`config.mk`:
```
export PLATFORM = sky130hd
export DESIGN_NAME = out_uart_tx
export DESIGN_NICKNAME = d
export VERILOG_FILES = /design/src/rtl/out_uart_pkg.sv /design/src/rtl/out_fifo.sv /design/src/rtl/out_uart_tx.sv
export SDC_FILE = /design/constraint.sdc
export NUM_CORES = 1
export LEC_CHECK = 0
export ABC_AREA = 1
export CORE_UTILIZATION = 30
export CTS_CLUSTER_SIZE = 10
export DETAILED_ROUTE_END_ITERATION = 10
export PLACE_DENSITY = 0.55
export SETUP_SLACK_MARGIN = 0.02
export SYNTH_ARGS = -nofsm -noshare
export SYNTH_HDL_FRONTEND = slang
export SYNTH_SLANG_ARGS = --single-unit
export TNS_END_PERCENT = 10
```
`constraint.sdc`:
```
create_clock -name clk -period 2.7 [get_ports clk]
set_clock_uncertainty 0.1 [all_clocks]
set_input_delay 0.81 -clock clk [delete_from_list [all_inputs] [get_ports clk]]
set_output_delay 0.81 -clock clk [all_outputs]
set_load 0.05 [all_outputs]
```
`src/rtl/out_uart_pkg.sv`:
```
// out_uart_pkg: shared FSM states, line levels and byte-order helper for the out-port UART.
package out_uart_pkg;
  typedef enum logic [1:0] {IDLE, START, DATA, STOP} tx_state_e;
  localparam logic UART_IDLE = 1'b1;
  localparam logic UART_START = 1'b0;
  localparam logic UART_STOP = 1'b1;
  localparam logic HIGH_BYTE_FIRST = 1'b1;
  function automatic logic [7:0] pick_byte(input logic [15:0] w, input logic second);
    return (second ^ HIGH_BYTE_FIRST) ? w[15:8] : w[7:0];
  endfunction
endpackage

```
`src/rtl/out_fifo.sv`:
```
// out_fifo: synchronous power-of-2 FIFO with registered count and active-low sync reset.
module out_fifo #(
  parameter int DEPTH = 8,
  parameter int W = 16
) (
  input  logic         clk,
  input  logic         rst,
  input  logic         push_i,
  input  logic         pop_i,
  input  logic [W-1:0] wdata_i,
  output logic [W-1:0] rdata_o,
  output logic         full_o,
  output logic         empty_o
);
  localparam int AW = $clog2(DEPTH);
  logic [W-1:0] mem_q [DEPTH];
  logic [AW-1:0] wptr_q, rptr_q;
  logic [AW:0] count_q;
  logic wr, rd;
  assign full_o = count_q == (AW+1)'(DEPTH);
  assign empty_o = count_q == '0;
  assign wr = push_i & ~full_o;
  assign rd = pop_i & ~empty_o;
  assign rdata_o = mem_q[rptr_q];
  always_ff @(posedge clk) begin
    if (!rst) begin
      wptr_q <= '0;
      rptr_q <= '0;
      count_q <= '0;
    end else begin
      wptr_q <= wptr_q + AW'(wr);
      rptr_q <= rptr_q + AW'(rd);
      count_q <= count_q + (AW+1)'(wr) - (AW+1)'(rd);
    end
  end
  always_ff @(posedge clk) if (wr) mem_q[wptr_q] <= wdata_i;
endmodule

```
`src/rtl/out_uart_tx.sv`:
```
// out_uart_tx: buffers 16-bit out-port words and sends each as two 8N1 bytes, high byte first.
module out_uart_tx
  import out_uart_pkg::*;
#(
  parameter int CLKS_PER_BIT = 868,
  parameter int DEPTH = 8
) (
  input  logic        clk,
  input  logic        rst,
  input  logic [15:0] out_data,
  input  logic        out_valid,
  output logic        out_ready,
  output logic        tx,
  output logic        busy,
  output logic        overflow
);
  localparam int TW = $clog2(CLKS_PER_BIT);
  tx_state_e state_q, state_d;
  logic [TW-1:0] timer_q, timer_d;
  logic [2:0] bit_q, bit_d;
  logic byte_q, byte_d;
  logic [15:0] shift_q, shift_d;
  logic tx_q, tx_d, ovf_q;
  logic full, empty, pop, bit_end;
  logic [15:0] head;
  logic [7:0] cur_byte;
  out_fifo #(.DEPTH(DEPTH), .W(16)) u_fifo (
    .clk(clk),
    .rst(rst),
    .push_i(out_valid),
    .pop_i(pop),
    .wdata_i(out_data),
    .rdata_o(head),
    .full_o(full),
    .empty_o(empty)
  );
  assign out_ready = ~full;
  assign busy = ~empty | (state_q != IDLE);
  assign overflow = ovf_q;
  assign tx = tx_q;
  assign bit_end = timer_q == TW'(CLKS_PER_BIT - 1);
  assign cur_byte = pick_byte(shift_q, byte_q);
  // tx is registered from the current state, so the line lags the FSM by one cycle
  always_comb begin
    state_d = state_q;
    bit_d = bit_q;
    byte_d = byte_q;
    shift_d = shift_q;
    pop = 1'b0;
    timer_d = (state_q == IDLE || bit_end) ? '0 : timer_q + 1'b1;
    tx_d = state_q == START ? UART_START : state_q == DATA ? cur_byte[bit_q] :
           state_q == STOP ? UART_STOP : UART_IDLE;
    case (state_q)
      IDLE: if (!empty) begin
        pop = 1'b1;
        shift_d = head;
        byte_d = 1'b0;
        state_d = START;
      end
      START: if (bit_end) begin
        bit_d = '0;
        state_d = DATA;
      end
      DATA: if (bit_end) begin
        bit_d = bit_q + 1'b1;
        state_d = bit_q == 3'd7 ? STOP : DATA;
      end
      STOP: if (bit_end) begin
        byte_d = ~byte_q;
        state_d = byte_q ? IDLE : START;
      end
      default: state_d = IDLE;
    endcase
  end
  always_ff @(posedge clk) begin
    if (!rst) begin
      state_q <= IDLE;
      timer_q <= '0;
      bit_q <= '0;
      byte_q <= 1'b0;
      shift_q <= '0;
      tx_q <= UART_IDLE;
      ovf_q <= 1'b0;
    end else begin
      state_q <= state_d;
      timer_q <= timer_d;
      bit_q <= bit_d;
      byte_q <= byte_d;
      shift_q <= shift_d;
      tx_q <= tx_d;
      ovf_q <= ovf_q | (out_valid & full);
    end
  end
endmodule
```
==> results of run 1 <==
path summary, 6_finish.rpt:
| path | slack [ns] | end | from |
|---|---|---|---|
| worst max-delay path | 0.25 | overflow | overflow$_SDFF_PN0_ |
| worst min-delay path | 0.35 | timer_q[0]$_SDFF_PP0_ | timer_q[0]$_SDFF_PP0_ |
| worst max register to register | 0.54 | u_fifo.count_q[2]$_SDFF_PN0_ | state_q[0]$_SDFFE_PN0P_ |
| worst min register to register | 0.35 | timer_q[0]$_SDFF_PP0_ | timer_q[0]$_SDFF_PP0_ |
state kept, by name, indices dropped and copies added (netlist names):
signal          cells
overflow            1
byte_q              1
tx                  1
state_q             2
u_fifo.count_q      4
bit_q               3
shift_q            16
u_fifo.wptr_q       3
timer_q            10
u_fifo.rptr_q       3
u_fifo.mem_q      128
final cells by class:
class	instances	area share (%)
tap	313	4.63
inverter	43	1.91
timing repair buffer	42	5.65
sequential	172	55.9
clock buffer	18	5.08
multi-input combinational	405	24.5
clock inverter	14	2.28
power groups by stage:
| stage | combinational [W] | clock, W | sequential, W |
|---|---|---|---|
| final | 0.00230 | 0.00257 | 0.00332 |
| after global routing | 0.00261 | 0.00272 | 0.00336 |
| after CTS | 0.00232 | 0.00262 | 0.00332 |
| after detailed placement | 0.00231 | 0 | 0.00338 |
| after global placement | 0.00230 | 0 | 0.00338 |
| after floorplan | 0.00164 | 0 | 0.00334 |
layout by cell type (no fill, tap or decap), drive strengths merged:
| cell type | Yosys | layout |
|---|---|---|
| nand3 | 34 | 34 |
| fa | 1 | 1 |
| nor3b | 1 | 1 |
| inv | 42 | 51 |
| buf | 26 | 22 |
| ha | 18 | 18 |
| nand2 | 82 | 82 |
| nor2 | 130 | 130 |
| nor3 | 1 | 1 |
| clkinv | 1 | 4 |
| o211ai | 32 | 32 |
| edfxtp | 128 | 128 |
| xor2 | 2 | 2 |
| bufinv | 0 | 2 |
| a21oi | 25 | 25 |
| nand3b | 2 | 2 |
| o21ai | 68 | 68 |
| clkdlybuf4s50 | 0 | 20 |
| nand4 | 2 | 2 |
| dfxtp | 44 | 44 |
| a21boi | 1 | 1 |
| or2 | 1 | 1 |
| xnor2 | 5 | 5 |
| clkbuf | 3 | 18 |
layer usage:
layer	wire length [um]	share of wire, %
met1	8200	53
met2	6360	41
met3	699	4.6
met4	110	0.72
met5	0	0
kinds of logic after synthesis:
| family | Yosys count | synth area share, % |
|---|---|---|
| AOI/OAI and AO/OA | 126 | 10.0 |
| xor gates and xnor gates | 7 | 0.862 |
| buffers and inverters | 72 | 4.65 |
| adders and majority gates | 19 | 3.45 |
| and+or+nand+nor | 253 | 14.6 |
| DFF | 172 | 66.4 |
stage by stage:
step / setup WS [ns] / area [sq um] / total power (W) / utilization (%) / std cells
floorplan: 0.196 / 7110 / 0.00497 / - / 649
global placement: 0.135 / 7830 / 0.00568 / 34.2 / 975
detailed placement: 0.137 / 7830 / 0.00569 / 34.2 / 975
CTS: 0.221 / 8460 / 0.00826 / 36.9 / 1007
global route: 0.165 / 8460 / 0.00869 / 36.9 / 1007
finish: 0.246 / 8460 / 0.00819 / 36.9 / 1007
==> key figures, run 1 <==
Timing
  • Setup_tns: 0 ns
  • Minimum clock period: 2.45 ns
  • Final setup fails: 0
  • Final Max Tran Viols: 0
  • Hold Fails Final Rpt: 0
  • Worst Tran Pin Value: 0.716 ns
  • Max frequency: 407 MHz
  • Final Cycle Share: 90.9%
  • Worst rel slew slack: between 50% and 60%
  • RSZ-0062 raised after global routing: false
  • Worst hold slack: 0.349 ns

Route
  • Antenna Nets Post-Route: 0
  • Via density: 4.49
  • Average wire per standard cell: 15.3 um
  • Pre-antenna DRT Iters: 4
  • Initial DRC Count: 421
  • Vias: 4,524
  • Residual DRC: 0
  • Total wire length: around 15,000 um

Setup path
  • WP data arrival: 1.54 ns
  • CP Max Fanout: 2
  • Setup crit start kind: register
  • CP bufs+invs: 1
  • Slowest stage delay, CP: 0.80 ns
  • CP Class: reg -> out
  • Number of cells on the critical path: 1
  • Delay-heaviest family, CP: buffers and inverters
  • Slowest CP cell: clkdlybuf4s50_1
  • Crit-path cells: clkdlybuf4s50_1
  • Crit end category: output pin
  • FF-to-FF path depth: 10
  • CP required: approximately 1.8 ns

Finish
  • Layout cells sized above 1: 10.7%
  • Multi-input logic area: 2080 sq um
  • FF/Latch Area: 4730 sq um
  • Fillers: 2,262
  • # diodes: 0
  • Area growth syn-to-layout: 18.9%
  • Final nets: about 720

Synthesis
  • Syn Std Cell Area: between 7000 and 8000 sq um
  • Most common cell in the synthesized netlist: edfxtp_1
  • Flops & latches, synth: 172
  • Yosys warning count: 0
  • Synth Net Count: 687
  • Distinct cells, synth: 30
  • Ys flop type: edfxtp_1
  • Fraction of registers with async set or reset after synthesis: 0%
  • Fraction of synthesized cell area taken by the top area cell type: a little over half
  • Post-synth EDFFs: 128
  • Synth area leaders: edfxtp_1, dfxtp_1, nor2_1
  • Synth top cells by count: edfxtp_1, nor2_1, nand2_1, dfxtp_1, o21ai_1
  • Syn Area/Cell: 11.0 sq um
  • Synth Instances: around 650
  • Sequential area share after synthesis: 66.4%
  • Leading area contributor after synthesis: edfxtp_1

CTS
  • Cts repair resizes: 0
  • Hold_buf cts: 0
  • Clock Path Buffers: 2
  • CTS Buf Count: 17
  • CTS root buffer: clkbuf_16
  • Post-CTS Setup Repair Bufs: 0
  • Worst-path clk slew: 0.07 ns
  • Clock sinks: 172
  • Clock latency on the worst-skew pair: 0.44 ns
  • Number of H-tree levels: 4
  • TritonCTS clock tree: done

Placement
  • Routability cong.: 0.781
  • PortBufs: 22
  • DP Wirelength: roughly 10,000 um

GRT
  • Grt met2 use: a little under a fifth
  • Total Routing Usage GR: 13.4%
  • M1 GR Usage: 20.9%
  • First-pass GRT wire length: 24,100 um
  • Vias in the first global route: ~4,100
  • Initial antenna violation count: 0
  • M3 GR Usage: 2.67%
  • GRT busiest layer: met1
  • Aggregate global routing overflow: 0
  • Pin count of the biggest net entering global routing: 66

Job
  • Max_cap viols: 0

Power
  • P_int: ~0.0054 W
  • P_sw: 0.00283 W
  • Pwr per Cell Area: 969 nW/um^2
  • Clock power frac: 31.3%
  • Net Sw Frac: 34.6%
  • Seq pwr share: 40.5%
  • Combinational Power Share: 28.1%
  • P_leak: 2.93 nW
  • Max rail drop VDD: around 0.48 mV

Floorplanning
  • # rows: 55
  • Core area: between 20,000 and 25,000 sq um
  • Die Y: ~160 um
  • Die width: about 160 um
  • Top Ports: 23
  • Initial Util: a little under a third
  • Die Area: 24,300 sq um

Run status
  • Status: completed

Worst hold path
  • Hold Path Depth: 1
  • Worst Hold Class: reg -> reg
Note: power is estimated with default switching activity, not from simulation.
==> inputs of run 2 (changes only) <==
--- a/config.mk
+++ b/config.mk
@@ -6,6 +6,7 @@
 export NUM_CORES = 1
 export LEC_CHECK = 0
 export ABC_AREA = 1
+export CORE_ASPECT_RATIO = 1.4
 export CORE_UTILIZATION = 30
 export CTS_CLUSTER_SIZE = 10
 export DETAILED_ROUTE_END_ITERATION = 10
==> run 2 against run 1 <==
Against the previous run: combinational power barely moved; clock power fell by 3%; cell count down 0.70%; maximum frequency fell by 0.65%; critical path type unchanged; sequential share of layout area increased by 0.33 points; register-to-register slack lost 0.05 ns; largest power group unchanged; first-iteration DRC count down 53%; count of clock-buffer cells in the layout rose by 2; critical endpoint unchanged; via count barely moved.
==> key figures, run 2 (synthesis gave the netlist of run 1 again) <==
Power
  • Total power: 0.00812 W (was 0.00819 W)
  • Pwr per Cell Area: 966 nW/um^2 (was 969 nW/um^2)
  • Max rail drop VDD: 0.416 mV (was 0.482 mV)
  • P_leak: 2.92 nW (was 2.93 nW)

Setup path
  • CP Class: reg -> out (unchanged)
  • WP data arrival: 1.56 ns (was 1.54 ns)
  • CP required: 1.79 ns (about the same)
  • Delay-heaviest family, CP: buffers and inverters (unchanged)
  • Slowest stage delay, CP: 0.81 ns (was 0.80 ns)
  • Crit-path cells: clkdlybuf4s50_1 (unchanged)
  • Slowest CP cell: clkdlybuf4s50_1 (unchanged)
  • Setup crit start kind: register (unchanged)
  • Number of cells on the critical path: 1 (unchanged)
  • FF-to-FF path depth: 10 (unchanged)
  • CP Max Fanout: 2 (unchanged)
  • CP bufs+invs: 1 (unchanged)
  • Crit end category: output pin (unchanged)

GRT
  • First-pass GRT wire length: 24,500 um (was 24,100 um)
  • Pin count of the biggest net entering global routing: 66 (unchanged)
  • Initial antenna violation count: 0 (unchanged)
  • Vias in the first global route: 4,465 (was 4,113)
  • Aggregate global routing overflow: 0 (unchanged)
  • Total Routing Usage GR: 13.6% (was 13.4%)

Timing
  • Minimum clock period: 2.47 ns (was 2.45 ns)
  • RSZ-0062 raised after global routing: false (unchanged)
  • Worst rel slew slack: 52.6% (was 52.3%)
  • Hold Fails Final Rpt: 0 (unchanged)
  • Worst Tran Pin Value: 0.711 ns (was 0.716 ns)
  • Final Cycle Share: 91.5% (was 90.9%)
  • Final Max Tran Viols: 0 (unchanged)
  • Max frequency: 405 MHz (was 407 MHz)
  • Final setup fails: 0 (unchanged)
  • Setup_tns: 0 ns (unchanged)

Run status
  • Status: completed (unchanged)

Route
  • Antenna Nets Post-Route: 0 (unchanged)
  • Via density: 4.52 (was 4.49)
  • Initial DRC Count: 199 (was 421)
  • Vias: 4,520 (was 4,524)
  • Pre-antenna DRT Iters: 7 (was 4)
  • Residual DRC: 0 (unchanged)
  • Total wire length: 15,600 um (was 15,400 um)
  • Average wire per standard cell: 15.6 um (was 15.3 um)

Floorplanning
  • Top Ports: 23 (unchanged)
  • Initial Util: 30.5% (was 31.0%)
  • Die Y: 184 um (was 156 um)
  • Die Area: 24,300 sq um (about the same)
  • Core area: 23,300 sq um (was 22,900 sq um)
  • # rows: 66 (was 55)
  • Die width: 132 um (was 156 um)

Placement
  • Routability cong.: 0.744 (was 0.781)
  • Placed inst area: 7800 sq um (was 7830 sq um)
  • DP Wirelength: 10,500 um (was 10,100 um)
  • PortBufs: 22 (unchanged)

CTS
  • Clock Path Buffers: 2 (unchanged)
  • Clock sinks: 172 (unchanged)
  • Clock latency on the worst-skew pair: 0.42 ns (was 0.44 ns)
  • TritonCTS clock tree: done (unchanged)
  • Hold_buf cts: 0 (unchanged)
  • CTS root buffer: clkbuf_16 (unchanged)
  • CTS Buf Count: 17 (unchanged)
  • Number of H-tree levels: 4 (unchanged)
  • Cts repair resizes: 0 (unchanged)
  • Worst-path clk slew: 0.06 ns (was 0.07 ns)
  • Post-CTS Setup Repair Bufs: 0 (unchanged)

Finish
  • Fillers: 2,285 (was 2,262)
  • Highest-count cells in the layout ignoring fill and taps: edfxtp_1, nor2_1, nand2_1, o21ai_1, dfxtp_1 (unchanged)
  • Final nets: 720 (was 719)
  • FF/Latch Area: 4730 sq um (unchanged)
  • Final instance area: 8410 sq um (was 8460 sq um)
  • Multi-input logic area: 2070 sq um (was 2080 sq um)
  • Layout cells sized above 1: 9.80% (was 10.7%)
  • Area growth syn-to-layout: 18.2% (was 18.9%)
  • Biggest register: u_fifo.mem_q (unchanged)
  • Top Registers: u_fifo.mem_q x128, shift_q x16, timer_q x10 (unchanged)
  • Max reg flops: 128 (unchanged)
  • Commonest non-fill, non-tap cell in the layout: edfxtp_1 (unchanged)
  • # diodes: 0 (unchanged)

Worst hold path
  • Worst Hold Class: reg -> reg (unchanged)
  • Hold Path Depth: 1 (unchanged)

Job
  • Max_cap viols: 0 (unchanged)
## run 2: cell types whose count changed in the layout (fill, tap and decap cells not counted), sizes merged
cell      before  now
clkinvlp       0    2
inv           51   43
buf           22   23
clkbuf        18   20
clkinv         4    5
bufinv         2    4
## run 2: through the flow
step | setup WS (ns) | hold slack (ns) | std cells | utilization [%]
after floorplan | 0.196 | 0.318 | 649 | -
after global placement | 0.132 | 0.332 | 969 | 33.5
final | 0.230 | 0.348 | 1000 | 36.1
after CTS | 0.186 | 0.356 | 1000 | 36.1
after detailed placement | 0.113 | 0.347 | 969 | 33.5
after global routing | 0.133 | 0.376 | 1000 | 36.1
## run 2: worst paths after layout
kind | startpoint | to | slack (ns)
worst max-delay path | overflow$_SDFF_PN0_ | overflow | 0.23
worst min-delay path | timer_q[0]$_SDFF_PP0_ | timer_q[0]$_SDFF_PP0_ | 0.35
worst max register to register | state_q[0]$_SDFFE_PN0P_ | u_fifo.count_q[2]$_SDFF_PN0_ | 0.49
worst min register to register | timer_q[0]$_SDFF_PP0_ | timer_q[0]$_SDFF_PP0_ | 0.35
## run 2: power breakdown
part / switching [W] / internal, W
combinational: 0.00150 / 0.000787
sequential: 0.000174 / 0.00316
clock: 0.000958 / 0.00154
## run 2: area by class of cell
class	count	share of cell area, %
Sequential cell	172	56.2
Multi-Input combinational cell	405	24.6
Clock buffer	20	5.20
Clock inverter	11	2.01
Timing Repair Buffer	43	5.48
Inverter	43	1.92
Tap cell	306	4.55
## run 2: per-layer routing
metal	wire [um]	part of all wire (%)	track usage (%)	vias to the layer above
met3	408	2.6	3.03	22
met5	0	0	0	-
met2	8090	52	23.7	70
li1	-	-	-	2302
met4	346	2.2	5.67	0
met1	6760	43	16.1	2126
==> inputs of run 3 (changes only) <==
--- a/config.mk
+++ b/config.mk
@@ -6,6 +6,7 @@
 export NUM_CORES = 1
 export LEC_CHECK = 0
 export ABC_AREA = 1
+export CAP_MARGIN = 20
 export CORE_ASPECT_RATIO = 1.4
 export CORE_UTILIZATION = 30
 export CTS_CLUSTER_SIZE = 10
==> results of run 3 <==
Same layout as run 2: the final DEF is identical, and so are final timing and power.
